`src/rtl/sg_scheduler.sv`:
```
// ---------------------------------------------------------------------------
// sg_scheduler
//    Time-multiplexed sequencer for the spike-generator state memory. Each
//    time-unit pulse triggers a sweep over generators 0..gens_used-1. Each
//    enabled generator's ticks counter is decremented. A generator whose
//    ticks are already zero emits a 20-bit spike payload and reloads its
//    ticks with period-1. Host programming words are accepted only while
//    the sequencer is idle, so they never race the sweep.
//
// Ports
//    clk              single clock domain
//    reset            asynchronous, active-high
//    time_unit_pulse  one-cycle strobe starting a time unit
//    gens_used        number of generators swept
//    gens_en          per-generator enable mask
//    prog_valid/ready programming word handshake
//    prog_data        {sign, gen_idx[7:0], period, ticks, tag, unused[11:0]}
//    out_valid/ready  spike payload handshake
//    out_data         {sign, gen_idx[7:0], tag}
//    sweep_done       one-cycle pulse at the end of every sweep
//    overrun_count    saturating count of dropped time-unit pulses
// ---------------------------------------------------------------------------
module sg_scheduler #(
   parameter int NUM_GENS    = 16,
   parameter int PERIOD_BITS = 16,
   parameter int TAG_BITS    = 11
) (
   input  logic                clk,
   input  logic                reset,
   input  logic                time_unit_pulse,
   input  logic [7:0]          gens_used,
   input  logic [NUM_GENS-1:0] gens_en,
   input  logic                prog_valid,
   output logic                prog_ready,
   input  logic [63:0]         prog_data,
   output logic                out_valid,
   input  logic                out_ready,
   output logic [19:0]         out_data,
   output logic                sweep_done,
   output logic [15:0]         overrun_count
);

   localparam int             IDXW       = (NUM_GENS > 1) ? $clog2(NUM_GENS) : 1;
   localparam logic [8:0]     NUM_GENS_W = 9'(NUM_GENS);

   typedef enum logic [1:0] {
      ST_IDLE   = 2'd0,
      ST_READ   = 2'd1,
      ST_UPDATE = 2'd2,
      ST_DONE   = 2'd3
   } state_t;

   // Per-slot generator state
   logic                   sign_mem   [NUM_GENS];
   logic [PERIOD_BITS-1:0] period_mem [NUM_GENS];
   logic [PERIOD_BITS-1:0] ticks_mem  [NUM_GENS];
   logic [TAG_BITS-1:0]    tag_mem    [NUM_GENS];

   state_t                 state_r;
   logic [8:0]             idx_r;
   logic                   pending_r;

   // Slot latched in READ and worked on in UPDATE
   logic                   cur_sign_r;
   logic                   cur_en_r;
   logic [PERIOD_BITS-1:0] cur_period_r;
   logic [PERIOD_BITS-1:0] cur_ticks_r;
   logic [TAG_BITS-1:0]    cur_tag_r;

   // Programming word fields
   logic                   prog_sign_s;
   logic [7:0]             prog_gen_s;
   logic [PERIOD_BITS-1:0] prog_period_s;
   logic [PERIOD_BITS-1:0] prog_ticks_s;
   logic [TAG_BITS-1:0]    prog_tag_s;
   logic                   prog_in_range_s;
   logic                   unused_prog_bits_s;

   logic [8:0]             limit_s;
   logic [IDXW-1:0]        slot_s;
   logic [IDXW-1:0]        prog_slot_s;

   assign prog_sign_s        = prog_data[63];
   assign prog_gen_s         = prog_data[62:55];
   assign prog_period_s      = prog_data[39 +: PERIOD_BITS];
   assign prog_ticks_s       = prog_data[23 +: PERIOD_BITS];
   assign prog_tag_s         = prog_data[12 +: TAG_BITS];
   assign unused_prog_bits_s = ^prog_data[11:0];

   // Words addressed beyond the table are still handshaken, just not stored.
   assign prog_in_range_s = ({1'b0, prog_gen_s} < NUM_GENS_W);
   assign prog_slot_s     = prog_gen_s[IDXW-1:0];
   assign slot_s          = idx_r[IDXW-1:0];

   // Sweep length is clamped to the physical table size.
   assign limit_s = ({1'b0, gens_used} < NUM_GENS_W) ? {1'b0, gens_used} : NUM_GENS_W;

   // A pulse in the same cycle takes priority, so the word is held off rather
   // than racing the start of a sweep. Reset forces the handshake low.
   assign prog_ready = (state_r == ST_IDLE) && !pending_r && !time_unit_pulse && !reset;

   // Sequencer FSM, slot memory, pulse bookkeeping and registered outputs
   always_ff @(posedge clk or posedge reset) begin
      if (reset) begin
         state_r       <= ST_IDLE;
         idx_r         <= 9'd0;
         pending_r     <= 1'b0;
         cur_sign_r    <= 1'b0;
         cur_en_r      <= 1'b0;
         cur_period_r  <= {PERIOD_BITS{1'b0}};
         cur_ticks_r   <= {PERIOD_BITS{1'b0}};
         cur_tag_r     <= {TAG_BITS{1'b0}};
         out_valid     <= 1'b0;
         out_data      <= 20'h00000;
         sweep_done    <= 1'b0;
         overrun_count <= 16'h0000;
         for (int i = 0; i < NUM_GENS; i++) begin
            sign_mem[i]   <= 1'b0;
            period_mem[i] <= {PERIOD_BITS{1'b0}};
            ticks_mem[i]  <= {PERIOD_BITS{1'b0}};
            tag_mem[i]    <= {TAG_BITS{1'b0}};
         end
      end else begin
         // Pulses that land while a sweep is in flight: remember one, count the rest.
         if (time_unit_pulse && (state_r != ST_IDLE)) begin
            if (!pending_r) begin
               pending_r <= 1'b1;
            end else if (overrun_count != 16'hFFFF) begin
               overrun_count <= overrun_count + 16'd1;
            end else begin
               overrun_count <= overrun_count;
            end
         end

         case (state_r)
            ST_IDLE: begin
               if (time_unit_pulse || pending_r) begin
                  // A fresh pulse arriving while a remembered one is consumed stays pending.
                  idx_r     <= 9'd0;
                  pending_r <= pending_r & time_unit_pulse;
                  state_r   <= ST_READ;
               end else if (prog_valid && prog_ready) begin
                  if (prog_in_range_s) begin
                     sign_mem[prog_slot_s]   <= prog_sign_s;
                     period_mem[prog_slot_s] <= prog_period_s;
                     ticks_mem[prog_slot_s]  <= prog_ticks_s;
                     tag_mem[prog_slot_s]    <= prog_tag_s;
                  end
               end
            end

            ST_READ: begin
               if (idx_r >= limit_s) begin
                  sweep_done <= 1'b1;
                  state_r    <= ST_DONE;
               end else begin
                  cur_sign_r   <= sign_mem[slot_s];
                  cur_en_r     <= gens_en[slot_s];
                  cur_period_r <= period_mem[slot_s];
                  cur_ticks_r  <= ticks_mem[slot_s];
                  cur_tag_r    <= tag_mem[slot_s];
                  state_r      <= ST_UPDATE;
               end
            end

            ST_UPDATE: begin
               if (!cur_en_r || (cur_period_r == {PERIOD_BITS{1'b0}})) begin
                  idx_r   <= idx_r + 9'd1;
                  state_r <= ST_READ;
               end else if (cur_ticks_r != {PERIOD_BITS{1'b0}}) begin
                  ticks_mem[slot_s] <= cur_ticks_r - {{(PERIOD_BITS-1){1'b0}}, 1'b1};
                  idx_r             <= idx_r + 9'd1;
                  state_r           <= ST_READ;
               end else if (!out_valid) begin
                  // First UPDATE cycle of a firing slot presents the payload.
                  out_valid <= 1'b1;
                  out_data  <= {cur_sign_r, idx_r[7:0], cur_tag_r};
               end else if (out_ready) begin
                  out_valid         <= 1'b0;
                  ticks_mem[slot_s] <= cur_period_r - {{(PERIOD_BITS-1){1'b0}}, 1'b1};
                  idx_r             <= idx_r + 9'd1;
                  state_r           <= ST_READ;
               end else begin
                  out_valid <= out_valid;
               end
            end

            ST_DONE: begin
               sweep_done <= 1'b0;
               state_r    <= ST_IDLE;
            end

            default: begin
               sweep_done <= 1'b0;
               out_valid  <= 1'b0;
               state_r    <= ST_IDLE;
            end
         endcase
      end
   end

endmodule

```
`config.mk`:
```
export PLATFORM = sky130hd
export DESIGN_NAME = sg_scheduler
export DESIGN_NICKNAME = d
export VERILOG_FILES = /design/src/rtl/sg_scheduler.sv
export SDC_FILE = /design/constraint.sdc
export NUM_CORES = 2
export LEC_CHECK = 0
export ABC_AREA = 1
export CELL_PAD_IN_SITES_DETAIL_PLACEMENT = 1
export CELL_PAD_IN_SITES_GLOBAL_PLACEMENT = 1
export CORE_MARGIN = 2
export CORE_UTILIZATION = 38
export CTS_BUF_LIST = sky130_fd_sc_hd__clkbuf_16
export DETAILED_ROUTE_END_ITERATION = 8
export PLACE_DENSITY = 0.75
export SYNTH_ARGS = -nofsm -noshare
export SYNTH_HDL_FRONTEND = slang
export SYNTH_SLANG_ARGS = --single-unit
```
`constraint.sdc`:
```
create_clock -name clk -period 26.9 [get_ports clk]
set_clock_uncertainty 0.1 [all_clocks]
set_input_delay 2.69 -clock clk [delete_from_list [all_inputs] [get_ports clk]]
set_output_delay 2.69 -clock clk [all_outputs]
set_load 0.05 [all_outputs]
```
==> impl_summary.log <==
INFO  metric critPathKind = in -> out
INFO  metric detailroute.via_count = roughly 38,000
INFO  metric synth_top_area_cell = dfrtp_1
INFO  metric fin_crit_sh = between 20% and 30%
INFO  metric cp_data_required_time = roughly 24,000 ps
INFO  metric drv_cap = 0
INFO  metric area_delta_synth_final = 12.6%
INFO  metric io_pins = ~130
INFO  metric fmaxAchievable = between 100 and 150 MHz
INFO  metric final_period_minus_worst_setup_slack = around 7200 ps
INFO  metric synth_area_per_cell = roughly 7.4 sq um
INFO  metric hold_viol_final = 0
INFO  metric route.antenna.remaining_nets = 0
INFO  metric crit_path_start_kind = input port
INFO  metric worstMarginPinSlew = between 1000 and 1500 ps
INFO  metric intPower = ~2400 uW
INFO  metric seqPwrFrac = roughly a third
INFO  metric layout.nets = between 5,000 and 6,000
INFO  metric tritoncts.num_buffers = 94
INFO  metric post_cts.resized_instances = 0
INFO  metric finalSetupViolations = 0
INFO  metric power.density_cell_area = around 90 nW/um^2
INFO  metric io_buffer_count = roughly 120
INFO  metric finalWirelength = 156,000 um
INFO  metric drt_drc_violations_left = 0
INFO  metric route.detailed.vias_per_inst = about 5.6
INFO  metric run_status = finished clean
INFO  metric first_global_vias = around 38,000
INFO  metric total_switching_power = 1760 uW
INFO  metric timing_max_transition_violations_final = 0
INFO  metric netlist.area_leader.share = 49.2%
INFO  metric insertion_delay = around 700 ps
INFO  metric maxSlewHeadroom = under 10%
INFO  metric cts_tree = done
INFO  metric power.switching_fraction = between 40% and 50%
INFO  metric tritoncts_num_sinks = around 800
INFO  metric core = roughly 110,000 sq um
INFO  metric antenna_found_initial = 2
INFO  metric worst_setup_path_end_kind = primary output
INFO  metric stdcell_area = 45,700 sq um
INFO  metric worst-path-max-fanout = 2
INFO  metric ys_seq_area_share = roughly 49%
INFO  metric synth_warnings = 0
INFO  metric grt_util_all_layers = 28.5%
INFO  metric timing.hold.worst.start = ticks_mem[214]$_DFFE_PP0P_
INFO  metric postcts_setup_bufs = 0
INFO  metric synth.lib_cells_used.distinct = 40
INFO  metric detailed_place_hpwl = between 90,000 and 100,000 um
INFO  metric pre_cts_ws = approximately 20,000 ps
INFO  metric cts_max_path_buffers = 3
INFO  metric max_ir_drop_vdd = a little under 0.08 mV
INFO  metric post_route_cells_drive_above_1_share = 5.92%
INFO  metric power_frac_clock = between 30% and 40%
INFO  metric drt_iter0_drc = roughly 3,700
INFO  metric synthCells = 5,512
INFO  metric wire_per_inst = 22.6 um
INFO  metric antennaDiodeCount = 0
INFO  metric globalplace.congestion = approximately 0.94
INFO  metric grt_pass1_wl = roughly 240,000 um
INFO  metric cts_root_buf = clkbuf_16
INFO  metric placedCellCount = 6,726
INFO  metric clk_pin_slew_worst_paths = roughly 60 ps
INFO  metric htreeDepth = 3
INFO  metric comb_power_share = around 36%
INFO  metric worst_ep_arrival_time = approximately 4400 ps
INFO  metric area_after_detailed_placement = 42,700 sq um
INFO  metric netlist_area = between 40,000 and 50,000 sq um
INFO  metric netlist_top_cells_area = dfrtp_1, nand2_1, o21ai_0
INFO  metric floorplan.initialDensity = 38.5%
INFO  metric grt_max_degree = slightly below 200
INFO  metric p_leak = 0.0225 uW
INFO  metric hp-class = reg -> reg
INFO  metric setup_ws = ~20,000 ps
INFO  metric std_cell_rows = 119
INFO  metric fp.dieArea = ~110,000 sq um
INFO  metric reg2reg_from = idx_r[0]$_DFFE_PP0P_
INFO  metric synth-seq-cells = roughly 800
INFO  metric layoutNonFillerInstCount = 6,896
INFO  metric drt_pre_antenna_iters = 5
INFO  metric startpoint = time_unit_pulse
INFO  metric die_h = between 300 and 400 um
INFO  metric grt_setup_unrepaired = false
INFO  metric post_cts_hold_buffer_count = 0
INFO  metric tns = 0 ps
INFO  metric gr-total-overflow = 0
INFO  metric die_width = approximately 330 um
==> cells by family (layout without fill, tap and decap cells) <==
group | Yosys count | in the layout | synth area share, %
flops | 799 | 799 | 49.2
compound gates | 1183 | 1183 | 15.1
fa+ha+maj | 17 | 17 | 0.524
other cells | 1 | 3 | 0.00924
xor+xnor | 24 | 24 | 0.518
simple gates | 2925 | 2925 | 28.7
buf+inv | 563 | 554 | 5.83
==> placed cells by master, fill, tap and decap left out, types with 3 or more instances in the layout <==
cell             synthesis  layout
ha_1                    17      17
clkinv_16                0       4
nor2_4                   3       7
a21oi_2                  7       7
buf_4                   13      85
inv_1                  165     188
dfrtp_1                799     797
bufinv_16                0       8
o22ai_1                141     141
buf_12                   2       4
nor3_1                   7       7
conb_1                   1       3
o21ai_2                  3       3
clkinv_1                 0      20
nor3b_1                  4       4
nor2_2                  20      31
xnor2_1                  4       4
clkdlybuf4s50_1          0     119
clkinv_2                 0      11
clkbuf_16                0      94
nor2_8                  11      11
nand4_1                 59      59
nand2_4                  6       6
nand2_1               2151    2135
inv_2                   10      10
nand2_2                 12      28
nand3_1                125     125
nor2_1                 520     505
o21ai_1                  3       3
xor2_1                  20      20
o21ai_0               1010    1010
a21oi_1                 16      16
clkinvlp_4               0       3
==> layer usage <==
layer | GRT usage [%] | up-vias | routed length [um]
li1 | - | 17600 | -
met1 | 40.2 | 19200 | 70300
met2 | 44.1 | 1284 | 69200
met3 | 5.20 | 272 | 11200
met4 | 9.18 | 4 | 5210
met5 | 0 | - | 26
==> synth_stat cells (all sizes together) <==
master / number
nand2: 2170
o21ai: 1016
dfrtp: 799
nor2: 554
clkbuf: 283
inv: 176
o22ai: 141
nand3: 125
buf: 104
nand4: 59
a21oi: 23
xor2: 20
ha: 17
nor3: 8
nor3b: 4
xnor2: 4
nor4: 2
a21boi: 1
and2: 1
conb: 1
nand3b: 1
o211ai: 1
o21a: 1
or2: 1
==> power groups by stage <==
stage | clock (uW) | combinational, uW | sequential (uW)
floorplan | 0 | 852 | 1380
global placement | 0 | 1420 | 1380
detailed placement | 0 | 1430 | 1390
CTS | 1290 | 1440 | 1370
global route | 1340 | 1590 | 1380
finish | 1270 | 1470 | 1370
==> worst max-delay path, cell delays in order <==
cell and delay, ps:
clkdlybuf4s50_1 470, nor2_1 150, nand2_1 160, nor2_2 140, clkdlybuf4s50_1 820
==> state kept, by name (all words and copies together), names as in the netlist <==
name / count
cur_en_r: 1
idx_r: 9
cur_period_r: 16
state_r: 2
cur_tag_r: 11
out_valid: 1
cur_ticks_r: 16
tag_mem: 176
ticks_mem: 256
sign_mem: 16
cur_sign_r: 1
sweep_done: 1
period_mem: 256
overrun_count: 16
out_data: 20
pending_r: 1
==> through the flow <==
| stage | utilization, % | total power [uW] | hold slack, ps |
|---|---|---|---|
| 3_3_place_gp | 40.4 | 2800 | 348 |
| 4_1_cts | 43.3 | 4100 | 367 |
| 5_1_grt | 43.3 | 4300 | 381 |
| 3_5_place_dp | 40.4 | 2820 | 354 |
| 2_1_floorplan | - | 2240 | 337 |
| 6_report | 43.3 | 4110 | 362 |
==> path summary, 6_finish.rpt <==
check | cells past startpoint | slack (ps) | to
max in group asynchronous | 5 | 21110 | tag_mem[152]$_DFFE_PP0P_
worst max register to register | 9 | 22370 | cur_tag_r[7]$_DFFE_PP0P_
worst min register to register | 2 | 360 | ticks_mem[214]$_DFFE_PP0P_
min in group asynchronous | 2 | 2460 | overrun_count[9]$_DFFE_PP0P_
worst max-delay path | 5 | 19680 | prog_ready
worst min-delay path | 2 | 360 | ticks_mem[214]$_DFFE_PP0P_
==> cell type report <==
cell class	count	area (sq um)
sequential	799	20000
inverter	176	681
tap	1391	1740
timing repair buffer	208	1910
fill	13100	59900
clock buffer	94	2350
clock inverter	76	668
multi-input combinational	4152	18300
Power figures use the tool's default switching activity.
